### src/rtl/rr_arb_pkg.sv
// Shared types and constants for the four-way round-robin arbiter.
package rr_arb_pkg;

  localparam int N_REQ = 4;
  localparam int IDX_W = 2;

  typedef enum logic [1:0] {
    IDLE  = 2'd0,
    GRANT = 2'd1,
    GAP   = 2'd2
  } state_t;

  // First set request bit, searching upward from last+1 and wrapping 3 -> 0.
  // The previous owner is considered last, so it only wins again when alone.
  function automatic logic [IDX_W-1:0] rr_pick(input logic [N_REQ-1:0] req,
                                               input logic [IDX_W-1:0] last);
    logic [IDX_W-1:0] cand;
    logic             found;
    rr_pick = last;
    found   = 1'b0;
    for (int i = 1; i <= N_REQ; i++) begin
      cand = last + IDX_W'(i);
      if (!found && req[cand]) begin
        rr_pick = cand;
        found   = 1'b1;
      end
    end
  endfunction

endpackage

### src/rtl/rr_arbiter4_if.sv
// Request/grant bundle between the requesters and the arbiter.
//
// Handshake: a requester holds req[k] high for as long as it wants the
// resource. grant is one-hot while an owner exists; the owner ends its tenure
// either by pulsing done or by dropping its req bit. timeout pulses for one
// cycle when the arbiter itself revoked the grant at the hold limit.
interface rr_arbiter4_if;
  import rr_arb_pkg::*;

  logic [N_REQ-1:0] req;
  logic             done;
  logic [N_REQ-1:0] grant;
  logic [IDX_W-1:0] grant_idx;
  logic             busy;
  logic             timeout;

  // Requester side.
  modport master (
    output req, done,
    input  grant, grant_idx, busy, timeout
  );

  // Arbiter side.
  modport slave (
    input  req, done,
    output grant, grant_idx, busy, timeout
  );
endinterface

### src/rtl/rr_arbiter4_grant_decode.sv
// 2-to-4 one-hot decode of the owner index, forced to zero when disabled.
module grant_decode
  import rr_arb_pkg::*;
(
  input  logic [IDX_W-1:0] idx,
  input  logic             en,
  output logic [N_REQ-1:0] onehot
);

  // Decode the index; all-zero whenever no grant is active.
  always_comb begin
    onehot = '0;
    if (en) onehot[idx] = 1'b1;
  end

endmodule

### src/rtl/rr_arbiter4.sv
// Four-requester round-robin arbiter with a bounded hold time.
// Every tenure is followed by a one-cycle GAP and an IDLE arbitration cycle,
// so the resource always sees at least one cycle with no owner.
module rr_arbiter4
  import rr_arb_pkg::*;
#(
  parameter int MAX_HOLD = 15
) (
  input  logic               clk,
  input  logic               rst_n,
  rr_arbiter4_if.slave       bus,
  output state_t             dbg_state
);

  localparam logic [7:0] HOLD_LIMIT = 8'(MAX_HOLD - 1);

  state_t           state_q, state_nx;
  logic [IDX_W-1:0] idx_q, idx_nx;
  logic [IDX_W-1:0] last_q, last_nx;
  logic [7:0]       hold_q, hold_nx;
  logic             timeout_q, timeout_nx;

  logic rel;
  logic at_limit;

  // Owner gives up the resource voluntarily, or the hold limit is hit.
  assign rel      = bus.done || !bus.req[idx_q];
  assign at_limit = (hold_q == HOLD_LIMIT);

  // Next-state and next-register values for the arbitration FSM.
  always_comb begin
    state_nx   = state_q;
    idx_nx     = idx_q;
    last_nx    = last_q;
    hold_nx    = hold_q;
    timeout_nx = 1'b0;
    case (state_q)
      IDLE: begin
        if (|bus.req) begin
          state_nx = GRANT;
          idx_nx   = rr_pick(bus.req, last_q);
          hold_nx  = 8'd0;
        end
      end
      GRANT: begin
        hold_nx = hold_q + 8'd1;
        if (rel || at_limit) begin
          state_nx   = GAP;
          last_nx    = idx_q;
          // A voluntary release on the limit cycle is not a timeout.
          timeout_nx = at_limit && !rel;
        end
      end
      GAP: begin
        state_nx = IDLE;
      end
      default: begin
        state_nx = IDLE;
      end
    endcase
  end

  // State and datapath registers; last_q resets to 3 so requester 0 goes first.
  always_ff @(posedge clk or negedge rst_n) begin
    if (!rst_n) begin
      state_q   <= IDLE;
      idx_q     <= '0;
      last_q    <= IDX_W'(N_REQ - 1);
      hold_q    <= 8'd0;
      timeout_q <= 1'b0;
    end else begin
      state_q   <= state_nx;
      idx_q     <= idx_nx;
      last_q    <= last_nx;
      hold_q    <= hold_nx;
      timeout_q <= timeout_nx;
    end
  end

  grant_decode u_grant_decode (
    .idx    (idx_q),
    .en     (state_q == GRANT),
    .onehot (bus.grant)
  );

  assign bus.grant_idx = idx_q;
  assign bus.busy      = |bus.grant;
  assign bus.timeout   = timeout_q;
  assign dbg_state     = state_q;

endmodule

### src/flat_wrapper.sv
// flat-port wrapper written by rule: the top's interface ports become plain ports
module rr_arbiter4_flat import rr_arb_pkg::*;
#(
  parameter int MAX_HOLD = 15
)
  (clk, rst_n, dbg_state, bus_req, bus_done, bus_grant, bus_grant_idx, bus_busy, bus_timeout);
  rr_arbiter4_if bus_i ();
  input  logic clk;
  input  logic rst_n;
  output state_t dbg_state;
  input wire logic [$bits(bus_i.req)-1:0] bus_req;
  input wire logic [$bits(bus_i.done)-1:0] bus_done;
  output wire logic [$bits(bus_i.grant)-1:0] bus_grant;
  output wire logic [$bits(bus_i.grant_idx)-1:0] bus_grant_idx;
  output wire logic [$bits(bus_i.busy)-1:0] bus_busy;
  output wire logic [$bits(bus_i.timeout)-1:0] bus_timeout;
  assign bus_i.req = bus_req;
  assign bus_i.done = bus_done;
  assign bus_grant = bus_i.grant;
  assign bus_grant_idx = bus_i.grant_idx;
  assign bus_busy = bus_i.busy;
  assign bus_timeout = bus_i.timeout;
  rr_arbiter4 #(.MAX_HOLD(MAX_HOLD)) u_core (.clk(clk), .rst_n(rst_n), .bus(bus_i), .dbg_state(dbg_state));
endmodule
### config.mk
export PLATFORM = sky130hd
export DESIGN_NAME = rr_arbiter4_flat
export DESIGN_NICKNAME = d
export VERILOG_FILES = /design/src/rtl/rr_arb_pkg.sv /design/src/rtl/rr_arbiter4_if.sv /design/src/rtl/rr_arbiter4_grant_decode.sv /design/src/rtl/rr_arbiter4.sv /design/src/flat_wrapper.sv
export SDC_FILE = /design/constraint.sdc
export NUM_CORES = 1
export LEC_CHECK = 0
export CAP_MARGIN = 10
export CORE_MARGIN = 3
export CORE_UTILIZATION = 54
export DETAILED_ROUTE_END_ITERATION = 16
export GPL_ROUTABILITY_DRIVEN = 0
export PLACE_DENSITY_LB_ADDON = 0.25
export SYNTH_ARGS = -nofsm -noshare
export SYNTH_HDL_FRONTEND = slang
export SYNTH_HIERARCHICAL = 1
export SYNTH_SLANG_ARGS = --single-unit
### constraint.sdc
create_clock -name clk -period 4.4 [get_ports clk]
set_input_delay 0.44 -clock clk [delete_from_list [all_inputs] [get_ports clk]]
set_output_delay 0.44 -clock clk [all_outputs]
set_load 0.1 [all_outputs]
==> results of run 1 <==
## per-layer routing
layer | track usage | share of wire
met1 | 0.260 | 0.47
met2 | 0.290 | 0.45
met3 | 0.0536 | 0.068
met4 | 0.0718 | 0.010
met5 | 0 | 0
## worst paths after layout
kind / from / end / slack [ns] / cells past startpoint
worst max-delay path: u_core/dbg_state[1] / bus_busy / 1.02 / 5
worst min-delay path: u_core/hold_q[4] / u_core/hold_q[4] / 0.53 / 1
worst max register to register: u_core/hold_q[0] / u_core/last_q[0] / 2.59 / 6
worst min register to register: u_core/hold_q[4] / u_core/hold_q[4] / 0.53 / 1
max in group asynchronous: rst_n / u_core/hold_q[3] / 3.46 / 1
min in group asynchronous: rst_n / u_core/bus.grant_idx[1] / 0.54 / 1
## kinds of logic after synthesis
logic type / count (synthesis)
AOI/OAI and AO/OA: 20
xor gates and xnor gates: 2
adders and majority gates: 2
buffers and inverters: 7
DFF: 15
muxes: 7
and+or+nand+nor: 37
## flip-flops by register name, summed over array words and instances, names as in the netlist
register              count
u_core/bus.grant_idx      2
u_core/last_q             2
u_core/dbg_state          2
u_core/bus.timeout        1
u_core/hold_q             8
## placed cells by master (no fill, tap or decap), types with 2 or more instances in the layout
master,n
nor3b_1,2
xor2_1,2
and3b_1,2
nand3_1,6
nand2_1,5
nor2b_1,3
clkdlybuf4s50_1,16
nand4_1,2
inv_1,4
dfrtp_1,13
nand2b_1,2
nor3_1,2
o31ai_1,2
mux2i_1,3
mux2_1,2
ha_1,2
o21ai_0,8
clkbuf_4,3
dfstp_2,2
nor2_1,6
a21oi_1,2
## metrics by stage
| step | util | std cells |
|---|---|---|
| floorplan | - | 90 |
| global placement | 0.694 | 120 |
| detailed placement | 0.694 | 120 |
| global route | 0.711 | 124 |
| CTS | 0.711 | 124 |
| finish | 0.711 | 124 |
## worst max-delay path: cells and delay by family (launching register included)
kind,cells,cell delay [ns]
buffers and inverters,2,1.16
DFF,1,0.39
and+or+nand+nor,3,1.11
## final cells by class
type / instances / area share
tap: 16 / 0.0183
clock buffer: 4 / 0.0240
inverter: 5 / 0.0171
timing repair buffer: 16 / 0.146
multi-input combinational: 68 / 0.450
sequential: 15 / 0.345
==> summary.md, run 1 <==
| Metric | Value |
|---|---|
| Dpl hpwl | `1390 um` |
| Hold Vio Cnt, Final | `0` |
| Setup TNS | `0 ns` |
| Global-route wire length before repair | `between 2000 and 3000 um` |
| Final critical-path share of the clock period | `0.769` |
| Multiplexer area fraction after synthesis | `0.0962` |
| Kind of critical path | `register to output port` |
| Die H | `approximately 47 um` |
| Global route overflow | `0` |
| Post-synth EDFFs | `0` |
| Clock root cell | `clkbuf_4` |
| Post-CTS sizing | `0` |
| Ys async rst share | `1.00` |
| Fin area | `around 0.0011 mm2` |
| Total Nets Final | `around 120` |
| Synth Flop Type | `dfrtp_1` |
| Final slew viol count | `0` |
| Top-level I/O count | `17` |
| CP Cell Sequence | `nand2b_1 > inv_2 > and3b_1 > or4_1 > clkdlybuf4s50_1` |
| Commonest cells in the netlist | `dfrtp_1 (13), o21ai_0 (8), nand3_1 (6), nor2_1 (6), nand2_1 (5)` |
| Worst slack at placement | `about 1.3 ns` |
| Total of max-cap violations | `0` |
| Crit path DAT | `just under 3 ns` |
| Syn_area_per_cell | `between 9 and 10 um2` |
| Worst Path Required | `3.96 ns` |
| Area grow syn2layout | `22.2%` |
| Count leader, synth | `dfrtp_1` |
| Area contributors post-synth | `dfrtp_1 (36%), dfstp_2 (5.9%), o21ai_0 (4.5%)` |
| Worst-Skew Late Latency | `0.28 ns` |
| Die Width | `46.8 um` |
| CTS tree | `yes` |
| Synth top area share | `0.363` |
| Top fanout value on the critical path | `12` |
| Die ar. | `0.00219 mm2` |
| Post-DRT Antenna Nets | `0` |
| Clk slew on worst S/H paths | `about 0.09 ns` |
| Synthesized flop and latch total | `15` |
| Post-Route WL | `1870 um` |
| Final min period | `approximately 3.4 ns` |
| Starting density of the core | `0.582` |
| Routed len/inst | `approximately 15 um` |
| Synth Area in Simple Gates | `0.255` |
| Pre-antenna DRT Iters | `4` |
| Detailed-route DRC error count | `0` |
| Critical path startpoint category | `register` |
| Max Buffers Root-to-Sink | `2` |
| Net Count, Synth | `slightly below 100` |
| Fill cells | `around 120` |
| Critical path endpoint category | `output port` |
| Slew of the pin with the lowest slew margin | `0.984 ns` |
| # diodes | `0` |
| Count of cell types in the netlist | `38` |
| Final worst slack | `approximately 1.0 ns` |
| Largest family of logic cells by synthesized area | `simple AND/OR/NAND/NOR gates` |
| Vias in the first global route | `~650` |
| Register area share after synthesis | `0.421` |
| Slew margin rel. | `0.342` |
| Final hold slack | `around 0.53 ns` |
| Post-Synth XOR/XNOR Area | `0.0195` |
| Layout cells sized above 1 | `0.130` |
| DR vias/cell | `approximately 6.1` |
| Via count | `~760` |
| Setup bufs post-CTS | `0` |
| Placed Area | `0.00107 mm2` |
| Num CTS Buffers | `3` |
| Tightest Hold Check Type | `register to register` |
| Total GRT Usage | `0.191` |
| Worst path max stage delay | `a little under 1 ns` |
| Fin Clk Skew | `roughly 0.0023 ns` |
| Antenna violations before repair | `0` |
| Rows | `14` |
| Hold Buf Count CTS | `0` |
| DRT iter0 DRCs | `18` |
| Largest net degree at the start of global routing | `16` |
| Number of warnings issued by yosys | `6` |
| Adder-cell share of the synthesized area | `0.0279` |
| Synth Area in Compound Gates | `0.151` |
| Footprint of the multi-input gates | `493 um2` |
| Unrepaired setup endpoints after global routing | `false` |
| Synth area leader | `dfrtp_1` |
| Core area | `about 0.0015 mm2` |
| Mapped cell area | `about 900 um2` |
| Final setup fails | `0` |
| FF/Latch Area | `378 um2` |
| Number of port buffers | `16` |
| H-tree Lvls | `1` |
| Clk sinks | `15` |
| Status | `completed` |
| Cells after Synth | `90` |
| Cell with the largest stage delay on the worst path | `clkdlybuf4s50_1` |
| Peak Freq | `roughly 0.30 GHz` |
Power of run 1 is left out: the tool's default activity adds up to more than one toggle a clock period on the data nets, which glitch-free logic cannot reach.
==> inputs of run 2 (changes only) <==
- CORE_UTILIZATION: 54 -> 50
- clock period: 4.4 -> 3.37 ns (I/O delays scaled with it)
==> summary.md, run 2 (synthesis gave the netlist of run 1 again) <==
| Metric | Value |
|---|---|
| Status | `completed` |
| Area grow syn2layout | `22.6%` |
| Vias in the first global route | `between 700 and 800` |
| DRT iter0 DRCs | `29` |
| Total GRT Usage | `0.180` |
| Critical path endpoint category | `output port` |
| Peak Freq | `0.400 GHz` |
| Slew margin rel. | `0.340` |
| Unrepaired setup endpoints after global routing | `false` |
| Pre-antenna DRT Iters | `4` |
| Fin Clk Skew | `about 0.004 ns` |
| Setup TNS | `0 ns` |
| Largest register by flop count | `u_core/hold_q` |
| Core area | `approximately 0.0016 mm2` |
| Final setup fails | `0` |
| Clock root cell | `clkbuf_4` |
| Hold Buf Count CTS | `0` |
| Top fanout value on the critical path | `12` |
| Commonest non-fill, non-tap cell in the layout | `dfrtp_1` |
| Post-Route WL | `1910 um` |
| Final critical-path share of the clock period | `0.742` |
| Number of flip-flops in the largest register | `8` |
| Most frequent cells in the layout | `dfrtp_1 (13), clkdlybuf4s50_1 (11), o21ai_0 (8), nor2_1 (6), nand3_1 (6)` |
| Die ar. | `between 0.002 and 0.0025 mm2` |
| Hold Vio Cnt, Final | `0` |
| # diodes | `0` |
| Global-route wire length before repair | `between 3000 and 4000 um` |
| Via count | `roughly 750` |
| Num CTS Buffers | `3` |
| Dpl hpwl | `1480 um` |
| Fin area | `between 0.001 and 0.0015 mm2` |
| Layout cells sized above 1 | `0.176` |
| Detailed-route DRC error count | `0` |
| Clk slew on worst S/H paths | `0.08 ns` |
| DR vias/cell | `around 5.7` |
| Critical path startpoint category | `register` |
| Total Nets Final | `about 120` |
| Antenna violations before repair | `0` |
| Worst slack at placement | `approximately 1.2 ns` |
| Largest net degree at the start of global routing | `16` |
| Kind of critical path | `register to output port` |
| Die H | `~48 um` |
| Global route overflow | `0` |
| H-tree Lvls | `1` |
| Setup bufs post-CTS | `0` |
| Tightest Hold Check Type | `primary input to async pin` |
| Top-level I/O count | `17` |
| Total of max-cap violations | `0` |
| Clk sinks | `15` |
| Post-DRT Antenna Nets | `0` |
| Slew of the pin with the lowest slew margin | `between 0.9 and 1 ns` |
| Die Width | `48.4 um` |
| Rows | `14` |
| FF/Latch Area | `about 380 um2` |
| Starting density of the core | `0.563` |
| Post-CTS sizing | `0` |
| CTS tree | `yes` |
| Worst Path Required | `3.03 ns` |
| Worst-Skew Late Latency | `around 0.27 ns` |
| Fill cells | `127` |
| Number of port buffers | `16` |
| Routed len/inst | `~14 um` |
| Footprint of the multi-input gates | `499 um2` |
| Max Buffers Root-to-Sink | `2` |
| Final worst slack | `~0.87 ns` |
| Final min period | `2.50 ns` |
| Crit path DAT | `approximately 2.2 ns` |
| Placed Area | `around 0.0011 mm2` |
| Final slew viol count | `0` |
## run 2: changes by cell type in the layout (fill, tap and decap cells not counted)
cell	delta
buf_4	+5
clkdlybuf4s50_1	-5
nor3b_2	-1
nor3b_4	+1
## run 2: per-layer routing
layer | up-vias | share of wire | global-route usage
met3 | 2 | 0.067 | 0.0675
li1 | 373 | - | -
met1 | 343 | 0.47 | 0.242
met5 | - | 0 | 0
met2 | 29 | 0.45 | 0.282
met4 | 0 | 0.0084 | 0.0332
## run 2: area by class of cell
class	instances	share of cell area
Inverter	5	0.0171
Clock buffer	4	0.0239
Tap cell	24	0.0273
Timing Repair Buffer	16	0.134
Sequential cell	15	0.344
Multi-Input combinational cell	68	0.454
## run 2: worst max-delay path: stages (launching register included)
cell and delay (ns):
dfrtp_1 0.39, nand2b_1 0.36, inv_2 0.17, and3b_1 0.21, or4_1 0.51, buf_4 0.25
## run 2: worst paths after layout
path,start,endpoint,slack [ns],cells past startpoint
setup / recovery,u_core/dbg_state[1],bus_busy,0.87,5
hold / removal,rst_n,u_core/hold_q[5],0.46,1
setup reg to reg,u_core/hold_q[0],u_core/last_q[1],1.51,6
hold reg to reg,u_core/hold_q[6],u_core/hold_q[6],0.53,1
max in group asynchronous,rst_n,u_core/hold_q[0],2.49,1
min in group clk,u_core/hold_q[6],u_core/hold_q[6],0.53,1
## run 2: per-stage QoR
stage,std cells,utilization,hold slack [ns]
after floorplan,90,-,0.0414
after global placement,128,0.673,0.520
after detailed placement,128,0.673,0.517
after CTS,132,0.690,0.469
after global routing,132,0.690,0.498
final,132,0.690,0.460
Power of run 2 is left out for the same reason.
==> inputs of run 3 (changes only) <==
- clock period: 3.37 -> 2.5 ns (I/O delays scaled with it)
==> summary.md, run 3 (synthesis gave the netlist of run 1 again) <==
| Metric | Value |
|---|---|
| Clk sinks | `15` |
| # diodes | `0` |
| Worst slack at placement | `between 0.5 and 0.6 ns` |
| Kind of critical path | `register to output port` |
| Worst R2R Setup Slack | `0.67 ns` |
| Crit path DAT | `about 2.0 ns` |
| Status | `completed` |
| Hold Buf Count CTS | `0` |
| Global route overflow | `0` |
| Final critical-path share of the clock period | `0.890` |
| Worst Path Required | `around 2.3 ns` |
| Fin Clk Skew | `about 0.0032 ns` |
| Top fanout value on the critical path | `12` |
| Cells after DPL | `around 130` |
| Final hold slack | `around 0.37 ns` |
| Number of port buffers | `16` |
| Setup TNS | `0 ns` |
| DRT iter0 DRCs | `32` |
| Most frequent cells in the layout | `buf_4 (9), dfrtp_1 (9), o21ai_0 (8)` |
| Die H | `roughly 48 um` |
| Routed len/inst | `13.3 um` |
| Die ar. | `between 0.002 and 0.0025 mm2` |
| Critical path startpoint category | `register` |
| Rows | `14` |
| Global-route wire length before repair | `3040 um` |
| Worst-Skew Late Latency | `~0.28 ns` |
| Fill cells | `between 100 and 150` |
| Footprint of the multi-input gates | `around 510 um2` |
| Largest register by flop count | `u_core/hold_q` |
| Post-CTS sizing | `0` |
| Layout cells sized above 1 | `0.287` |
| Hold Vio Cnt, Final | `0` |
| Starting density of the core | `0.563` |
| Setup bufs post-CTS | `0` |
| Layout Cells excl Fill | `132` |
| Unrepaired setup endpoints after global routing | `false` |
| H-tree Lvls | `1` |
| DR vias/cell | `between 5 and 6` |
| Final setup fails | `0` |
| Total of max-cap violations | `0` |
| Clock root cell | `clkbuf_4` |
| Critical path endpoint category | `output port` |
| Post-DRT Antenna Nets | `0` |
| Largest net degree at the start of global routing | `16` |
| Vias in the first global route | `638` |
| Slew of the pin with the lowest slew margin | `0.667 ns` |
| Total Nets Final | `about 120` |
| Peak Freq | `approximately 0.45 GHz` |
| Top-level I/O count | `17` |
| CTS tree | `yes` |
| Total GRT Usage | `0.165` |
| Post-Route WL | `between 1500 and 2000 um` |
| Pre-antenna DRT Iters | `4` |
| Core area | `roughly 0.0016 mm2` |
| Tightest Hold Check Type | `primary input to async pin` |
| Max Buffers Root-to-Sink | `2` |
| Final min period | `2.22 ns` |
| Area grow syn2layout | `25.4%` |
| Final worst slack | `between 0.2 and 0.3 ns` |
| Detailed-route DRC error count | `0` |
| Antenna violations before repair | `0` |
| Num CTS Buffers | `3` |
| Die Width | `between 40 and 50 um` |
| Clk slew on worst S/H paths | `about 0.090 ns` |
| Via count | `about 750` |
| Final slew viol count | `0` |
| Dpl hpwl | `1280 um` |
| Slew margin rel. | `0.554` |
| Number of flip-flops in the largest register | `8` |
| FF/Latch Area | `a little under 400 um2` |
[run 3: changes by cell type in the layout (fill, tap and decap cells not counted), sizes merged]
cell	before	now
buf	5	10
clkdlybuf4s50	11	6
[run 3: worst paths after layout]
check | start | end | depth (start not counted)
max reg2reg | u_core/hold_q[0] | u_core/last_q[1] | 6
min | rst_n | u_core/bus.grant_idx[1] | 1
min reg2reg | u_core/hold_q[6] | u_core/hold_q[6] | 1
min in group clk | u_core/hold_q[6] | u_core/hold_q[6] | 1
max | u_core/dbg_state[0] | bus_busy | 5
max in group asynchronous | rst_n | u_core/dbg_state[0] | 1
[run 3: per-stage QoR]
step,util,area [um2]
global placement,0.689,1100
floorplan,-,928
CTS,0.706,1120
global route,0.706,1120
detailed placement,0.689,1100
finish,0.706,1120
[run 3: metal layers]
layer	vias to the layer above	routed length, um	global-route usage
met3	0	96	0.0491
li1	373	-	-
met5	-	0	0
met4	0	0	0.0569
met1	352	897	0.252
met2	21	759	0.218
[run 3: critical path, cell delays in order, from the launching register on]
cell	delay (ns)
dfrtp_4	0.52
nand2b_4	0.16
inv_4	0.08
and3b_2	0.21
or4_4	0.54
buf_12	0.18
[run 3: area by class of cell]
| type | instances | area share |
|---|---|---|
| Multi-Input combinational cell | 68 | 0.455 |
| Sequential cell | 15 | 0.345 |
| Timing Repair Buffer | 16 | 0.131 |
| Tap cell | 24 | 0.0267 |
| Clock buffer | 4 | 0.0234 |
| Inverter | 5 | 0.0189 |
Power of run 3 is left out for the same reason.
